--- config.mk ---
export PLATFORM = sky130hd
export DESIGN_NAME = mul_issue
export DESIGN_NICKNAME = d
export VERILOG_FILES = /design/src/rtl/mul_issue.sv
export SDC_FILE = /design/constraint.sdc
export NUM_CORES = 1
export LEC_CHECK = 0
export ABC_AREA = 1
export CORE_AREA = 3 3 161 163
export CTS_BUF_LIST = sky130_fd_sc_hd__clkbuf_2
export CTS_CLUSTER_SIZE = 8
export DETAILED_ROUTE_END_ITERATION = 16
export DIE_AREA = 0 0 164 166
export PLACE_DENSITY = 0.78
export SLEW_MARGIN = 15
export SYNTH_ARGS = -nofsm -noshare
export SYNTH_HDL_FRONTEND = slang
export SYNTH_SLANG_ARGS = --single-unit
--- constraint.sdc ---
create_clock -name clock -period 16 [get_ports clock]
set_input_delay 4 -clock clock [delete_from_list [all_inputs] [get_ports clock]]
set_output_delay 4 -clock clock [all_outputs]
set_load 0.005 [all_outputs]
--- src/rtl/mul_issue.sv ---
// mul_issue: issue/retire controller in front of the execute-stage `mul` unit.
// Takes one MUL/MULW op at a time from decode and prepares the RV64 operands.
// It then runs the request handshake with `mul`, waits for the product and
// formats the result (MULW results are sign-extended). The result is held
// until write-back takes it.
// A pipeline flush is passed on to `mul` and abandons the op in flight.
//
// Optional feature, selected by the macro MUL_ISSUE_ZERO_SKIP_EN: when either
// prepared operand is zero at capture, the op skips `mul` entirely and
// completes with a zero result on the cycle after it is accepted.
//
// Handshakes: a transfer happens on a rising clock edge where valid and ready
// are both high. The side raising valid holds it, and keeps its payload
// stable, until that edge. Ready may depend combinationally on valid.
// Three handshakes use this rule:
//   in_valid/in_ready   decode -> controller
//   mul_valid/mul_ready controller -> mul
//   out_valid/out_ready controller -> write-back
// mul_out_valid is a one-cycle strobe from `mul`. It has no back-pressure.
module mul_issue (
  input  logic        clock,
  input  logic        reset,
  // decode side
  input  logic        in_valid,
  output logic        in_ready,
  input  logic [1:0]  in_op,
  input  logic [63:0] in_src1,
  input  logic [63:0] in_src2,
  input  logic [4:0]  in_rd,
  input  logic        flush,
  // mul unit side
  output logic        mul_valid,
  output logic        mul_flush,
  output logic [1:0]  mul_signed,
  output logic [63:0] mul_multiplicand,
  output logic [63:0] mul_multiplier,
  input  logic        mul_ready,
  input  logic        mul_out_valid,
  input  logic [63:0] mul_result_lo,
  // write-back side
  output logic        out_valid,
  input  logic        out_ready,
  output logic [63:0] out_result,
  output logic [4:0]  out_rd,
  output logic        busy,
  // current FSM state, for observation only
  output logic [1:0]  state_dbg
);

  localparam logic [1:0] IDLE  = 2'd0;
  localparam logic [1:0] ISSUE = 2'd1;
  localparam logic [1:0] WAIT  = 2'd2;
  localparam logic [1:0] DONE  = 2'd3;

  localparam logic [1:0] OP_MULW = 2'b01;

  logic [1:0]  state;
  logic [1:0]  state_nxt;

  // op context captured at accept
  logic        is_w_q;
  logic [4:0]  rd_q;
  logic [63:0] opa_q;
  logic [63:0] opb_q;

  // formatted result held for write-back
  logic [63:0] res_q;
  logic [4:0]  res_rd_q;

  // operand preparation on the incoming op
  logic        in_is_w;
  logic [63:0] opa_prep;
  logic [63:0] opb_prep;

  // control strobes
  logic        accept;
  logic        capture;
  logic        zero_hit;
  logic [63:0] res_fmt;

  // Reserved encodings 1x fall through as plain MUL.
  assign in_is_w  = (in_op == OP_MULW);
  assign opa_prep = in_is_w ? {{32{in_src1[31]}}, in_src1[31:0]} : in_src1;
  assign opb_prep = in_is_w ? {{32{in_src2[31]}}, in_src2[31:0]} : in_src2;

  // A flush blocks the accept in the same cycle through in_ready.
  assign in_ready = (state == IDLE) & ~flush;
  assign accept   = in_valid & in_ready;

  // A product is taken in ISSUE only together with the request handshake.
  // In WAIT it is taken on the strobe alone. A flush in the same cycle
  // discards it.
  assign capture = ~flush & mul_out_valid &
                   (((state == ISSUE) & mul_ready) | (state == WAIT));

`ifdef MUL_ISSUE_ZERO_SKIP_EN
  // Either zero operand gives a zero low product, so `mul` can be bypassed.
  assign zero_hit = accept & ((opa_prep == 64'd0) | (opb_prep == 64'd0));
`else
  assign zero_hit = 1'b0;
`endif

  // MULW keeps the low word of the product, sign-extended to 64 bits.
  assign res_fmt = is_w_q ? {{32{mul_result_lo[31]}}, mul_result_lo[31:0]}
                          : mul_result_lo;

  // Next-state logic. A flush overrides every other transition.
  always_comb begin
    state_nxt = state;
    if (flush) begin
      state_nxt = IDLE;
    end else begin
      case (state)
        IDLE: begin
          if (accept) begin
            state_nxt = zero_hit ? DONE : ISSUE;
          end
        end
        ISSUE: begin
          if (mul_ready) begin
            state_nxt = mul_out_valid ? DONE : WAIT;
          end
        end
        WAIT: begin
          if (mul_out_valid) begin
            state_nxt = DONE;
          end
        end
        DONE: begin
          if (out_ready) begin
            state_nxt = IDLE;
          end
        end
        default: state_nxt = IDLE;
      endcase
    end
  end

  // State register.
  always_ff @(posedge clock or posedge reset) begin
    if (reset) begin
      state <= IDLE;
    end else begin
      state <= state_nxt;
    end
  end

  // Op context and prepared operands. They are loaded only on accept, so they
  // stay stable from ISSUE until the result is captured.
  always_ff @(posedge clock or posedge reset) begin
    if (reset) begin
      is_w_q <= 1'b0;
      rd_q   <= 5'd0;
      opa_q  <= 64'd0;
      opb_q  <= 64'd0;
    end else if (accept) begin
      is_w_q <= in_is_w;
      rd_q   <= in_rd;
      opa_q  <= opa_prep;
      opb_q  <= opb_prep;
    end
  end

  // Result register. It is loaded from `mul`, or with zero on a skipped op,
  // and held through DONE.
  always_ff @(posedge clock or posedge reset) begin
    if (reset) begin
      res_q    <= 64'd0;
      res_rd_q <= 5'd0;
    end else if (zero_hit) begin
      res_q    <= 64'd0;
      res_rd_q <= in_rd;
    end else if (capture) begin
      res_q    <= res_fmt;
      res_rd_q <= rd_q;
    end
  end

  // Outputs decoded from state, plus the pass-through signals.
  always_comb begin
    mul_valid        = (state == ISSUE);
    out_valid        = (state == DONE);
    busy             = (state != IDLE);
    mul_flush        = flush;
    mul_signed       = 2'b11;
    mul_multiplicand = opa_q;
    mul_multiplier   = opb_q;
    out_result       = res_q;
    out_rd           = res_rd_q;
    state_dbg        = state;
  end

endmodule

* Yosys cells after proc, flatten, opt, wreduce, memory -nomap -nowiden
Cells that the tools add are included.
Storage, ports and cells: flip-flop bits (word level) 205, input port bits 206, output and inout port bits 206, logic and storage cells 35
Cells by class: mux-type cells 10, equality and inequality tests 8, reductions and logical operators 3, bitwise logic cells 7
Operators with widths (number):
- 64-bit two-way mux | 3
- 2-bit two-way mux | 5
- 2-bit case mux with 4 select lines | 1
- 3-bit by 2-bit inequality test with 1-bit output, second input constant | 2
- 3-bit inequality test, second input constant | 2
- 1-bit AND | 5
- 2-bit by 1-bit == test with 1-bit output, second input constant | 2
- 2-bit == test, second input constant | 2
- 4-bit AND reduction | 1
- 2-bit zero test | 1
- 2-bit nonzero test | 1
- 1-bit two-way mux | 1
- 1-bit NOT | 1
- 1-bit OR | 1

* Longest topological paths before layout
depth after elaboration 6, mapped depth 10, depth with buffers taken out 8

* Least setup slack after synthesis
Ideal clock, no wire load.
kind input -> output, start in flush, end out in_ready, data arrival time 4125 ps, data required time 12000 ps, path slack 7875 ps, buffers on the path 0, cell stages on the path 1, cell sequence nor2_2
Between the ends: cells in the longest elaborated chain, start to end 2
Ends and longest elaborated chain:
- start, declared | line 30 | input logic flush,
- 1-bit NOT | line 87 | assign in_ready = (state == IDLE) & ~flush;
- 1-bit AND | line 87
- end, declared | line 25 | output logic in_ready,
Every way passes these cells.

* Worst setup path in the final report
Same ends and word-level chain as after synthesis.

==> results.txt <==
Outcome -> finished clean
Kind of critical path -> in2out
Post-synthesis adder-cell area fraction -> 0.574%
Storage element area -> 5130 um^2
Setup TNS Final -> 0 ps
Initial DRC Count -> 503
Die Y -> 166 um
Switching part of the total -> 33.6%
Final Instance Count excl. Fillers -> 1822
Vias -> 8504
Starting Density -> 35.7%
Post-CTS Resized -> 0
PortBufs -> 409
Remaining antenna violation count after routing -> 0
Fill cells -> 2205
Syn Area/Cell -> 8.25 um^2
Max Freq -> 0.108 GHz
CTS Hold Bufs -> 0
Clk buf depth -> 3
IO Count -> 412
Pwr dens -> 165 nW/um^2
Tot GR Track Use -> 20.5%
CP Capture Type -> output pin
Post-Synth Simple-Gate Area -> 23.8%
Post-Syn Instances -> 1057
Min Tclk post-route -> 9260 ps
Max incr delay on CP -> 530 ps
Rows -> 57
Core Box Area -> 24500 um^2
Most common cell after layout, fill and taps aside -> nand2_1
Slew Limit Fails -> 0
Max-Cap Viols -> 0
Post-synthesis mux area share -> 0%
DRT Pass-1 Iters -> 5
Num CTS Buffers -> 55
Peak VDD IR -> 0.0000797 V
Sequential fraction of design power -> 40.1%
DR WL/cell -> 15.8 um
CTS root buf -> clkbuf_2
Period utilisation layout -> 57.9%
CTS Sinks -> 205
Unrepaired setup endpoints after global routing -> false
Sequential area share after synthesis -> 58.8%
Setup-failing EPs final -> 0
Dpl cells -> 1726
Pin count of the biggest net entering global routing -> 139
Vias per cell -> 4.67
Internal -> 1470 uW
Critical path arrival -> 5260 ps
Width of the die -> 164 um
Vias in the first global route -> 8661
Final #Nets -> 1669
GR Overflow Total -> 0
Hold Path Class -> reg2reg
CTS tree -> yes
Syn. warnings -> 0
CP required -> 12000 ps
Clock power share -> 16.7%
Commonest cells after routing, fill and taps aside -> nand2_1, clkdlybuf4s50_1, dfrtp_1
P&R area growth vs syn -> 53.6%
Area of the multi-input gates -> 3020 um^2
Post-synthesis cell type count -> 20
Post-DP HPWL -> 19600 um
Buf/Inv on CP -> 2
CP startpoint kind -> primary input
Final wirelength -> 28800 um
DRC viols -> 0
CP max stage cell -> clkdlybuf4s50_1
Setup bufs post-CTS -> 0
Post-Syn Area -> 8720 um^2
CP cell instances -> clkdlybuf4s50_1 -> nor2_2 -> clkdlybuf4s50_1
CP top delay family -> buffers and inverters
Global-route wire length before repair -> 45000 um
Switching Power -> 741 uW
Clk slew on worst S/H paths -> 90 ps
GP Congestion -> 0.820
Largest fanout on the critical path -> 6
Die Area -> 27200 um^2
Htree depth -> 2
Clock Latency Late Sink -> 760 ps
Largest family of logic cells by synthesized area -> simple AND/OR/NAND/NOR gates
Combinational share of power -> 43.2%
Worst Max-Slew Pin Slew -> 1100 ps
Initial antenna violation count -> 4
Headroom to the max-slew limit -> 26.2%
Endpoints failing hold -> 0
XOR/XNOR Fraction of Synth Area -> 0%
Layout cells sized above 1 -> 7.02%
Compound-gate portion of the synthesized area -> 10.1%
Worst path most repeated cell -> clkdlybuf4s50_1
Yosys reg bits -> 205
P_leak -> 0.00669 uW
Skew final -> 41.6 ps
==> path summary, 6_finish.rpt <==
path,from,to,slack (ps),depth (start not counted)
hold reg to reg,mul_multiplier[9]$_DFFE_PP0P_,mul_multiplier[9]$_DFFE_PP0P_,480,2
hold / removal,mul_multiplier[9]$_DFFE_PP0P_,mul_multiplier[9]$_DFFE_PP0P_,480,2
setup / recovery,flush,in_ready,6740,3
min in group asynchronous,reset,mul_multiplicand[5]$_DFFE_PP0P_,3840,2
setup reg to reg,state_dbg[0]$_DFFE_PP0P_,mul_multiplier[40]$_DFFE_PP0P_,12780,9
max in group asynchronous,reset,mul_multiplicand[40]$_DFFE_PP0P_,10630,3
==> cell usage after synthesis (all sizes together) <==
library cell | n | area share [%]
dfrtp | 205 | 59
nand3 | 2 | 0.11
conb | 1 | 0.043
clkbuf | 21 | 0.92
o21ai | 141 | 8.1
nand2 | 539 | 23
nand3b | 1 | 0.086
buf | 52 | 3.6
ha | 4 | 0.57
nor2 | 8 | 0.37
o21bai | 1 | 0.22
inv | 50 | 2.2
a21oi | 32 | 1.8
==> worst min-delay path, stage by stage (launching register included) <==
cell	delay (ps)
dfrtp_1	350
nand2_1	50
nand2_1	50
==> sequential cells by signal, summed over array words and instances (netlist names) <==
| signal | count |
|---|---|
| is_w_q | 1 |
| out_rd | 5 |
| state_dbg | 2 |
| rd_q | 5 |
| mul_multiplicand | 64 |
| mul_multiplier | 64 |
| out_result | 64 |
==> power by group through the flow <==
stage               logic (uW)  registers [uW]  clock network, uW
finish                     953             886                368
global route              1050             913                415
floorplan                  317             902                  0
detailed placement         962             890                  0
global placement           943             882                  0
CTS                        968             885                388
==> metal layers <==
| layer | GRT usage [%] | vias to the layer above | routed length [um] |
|---|---|---|---|
| met3 | 8.98 | 75 | 3120 |
| met1 | 22.4 | 3963 | 10800 |
| li1 | - | 4109 | - |
| met4 | 8.75 | 4 | 1070 |
| met2 | 34.4 | 353 | 13700 |
| met5 | 0 | - | 27 |
==> per-stage QoR <==
step | worst slack (ps) | hold WS [ps] | util, % | total power (uW) | instance area, um^2
after floorplan | 6400 | 472 | - | 1220 | 8730
after global placement | 6740 | 461 | 52.8 | 1830 | 12900
after detailed placement | 6730 | 464 | 52.8 | 1850 | 12900
after CTS | 6730 | 489 | 54.7 | 2240 | 13400
after global routing | 6660 | 508 | 54.8 | 2380 | 13400
final | 6740 | 484 | 54.8 | 2210 | 13400
==> logic make-up after synthesis <==
kind of cell,count (synthesis)
buf+inv,123
compound gates,174
simple gates,550
flops,205
other cells,1
fa+ha+maj,4
==> layout make-up <==
class / instances / share of cell area [%]
Antenna cell: 2 / 0.0374
Clock buffer: 85 / 3.18
Clock inverter: 9 / 0.467
Inverter: 50 / 1.48
Multi-Input combinational cell: 730 / 22.6
Sequential cell: 205 / 38.3
Tap cell: 324 / 3.03
Timing Repair Buffer: 417 / 31.0
No activity file was read; power rests on OpenSTA's default activity.
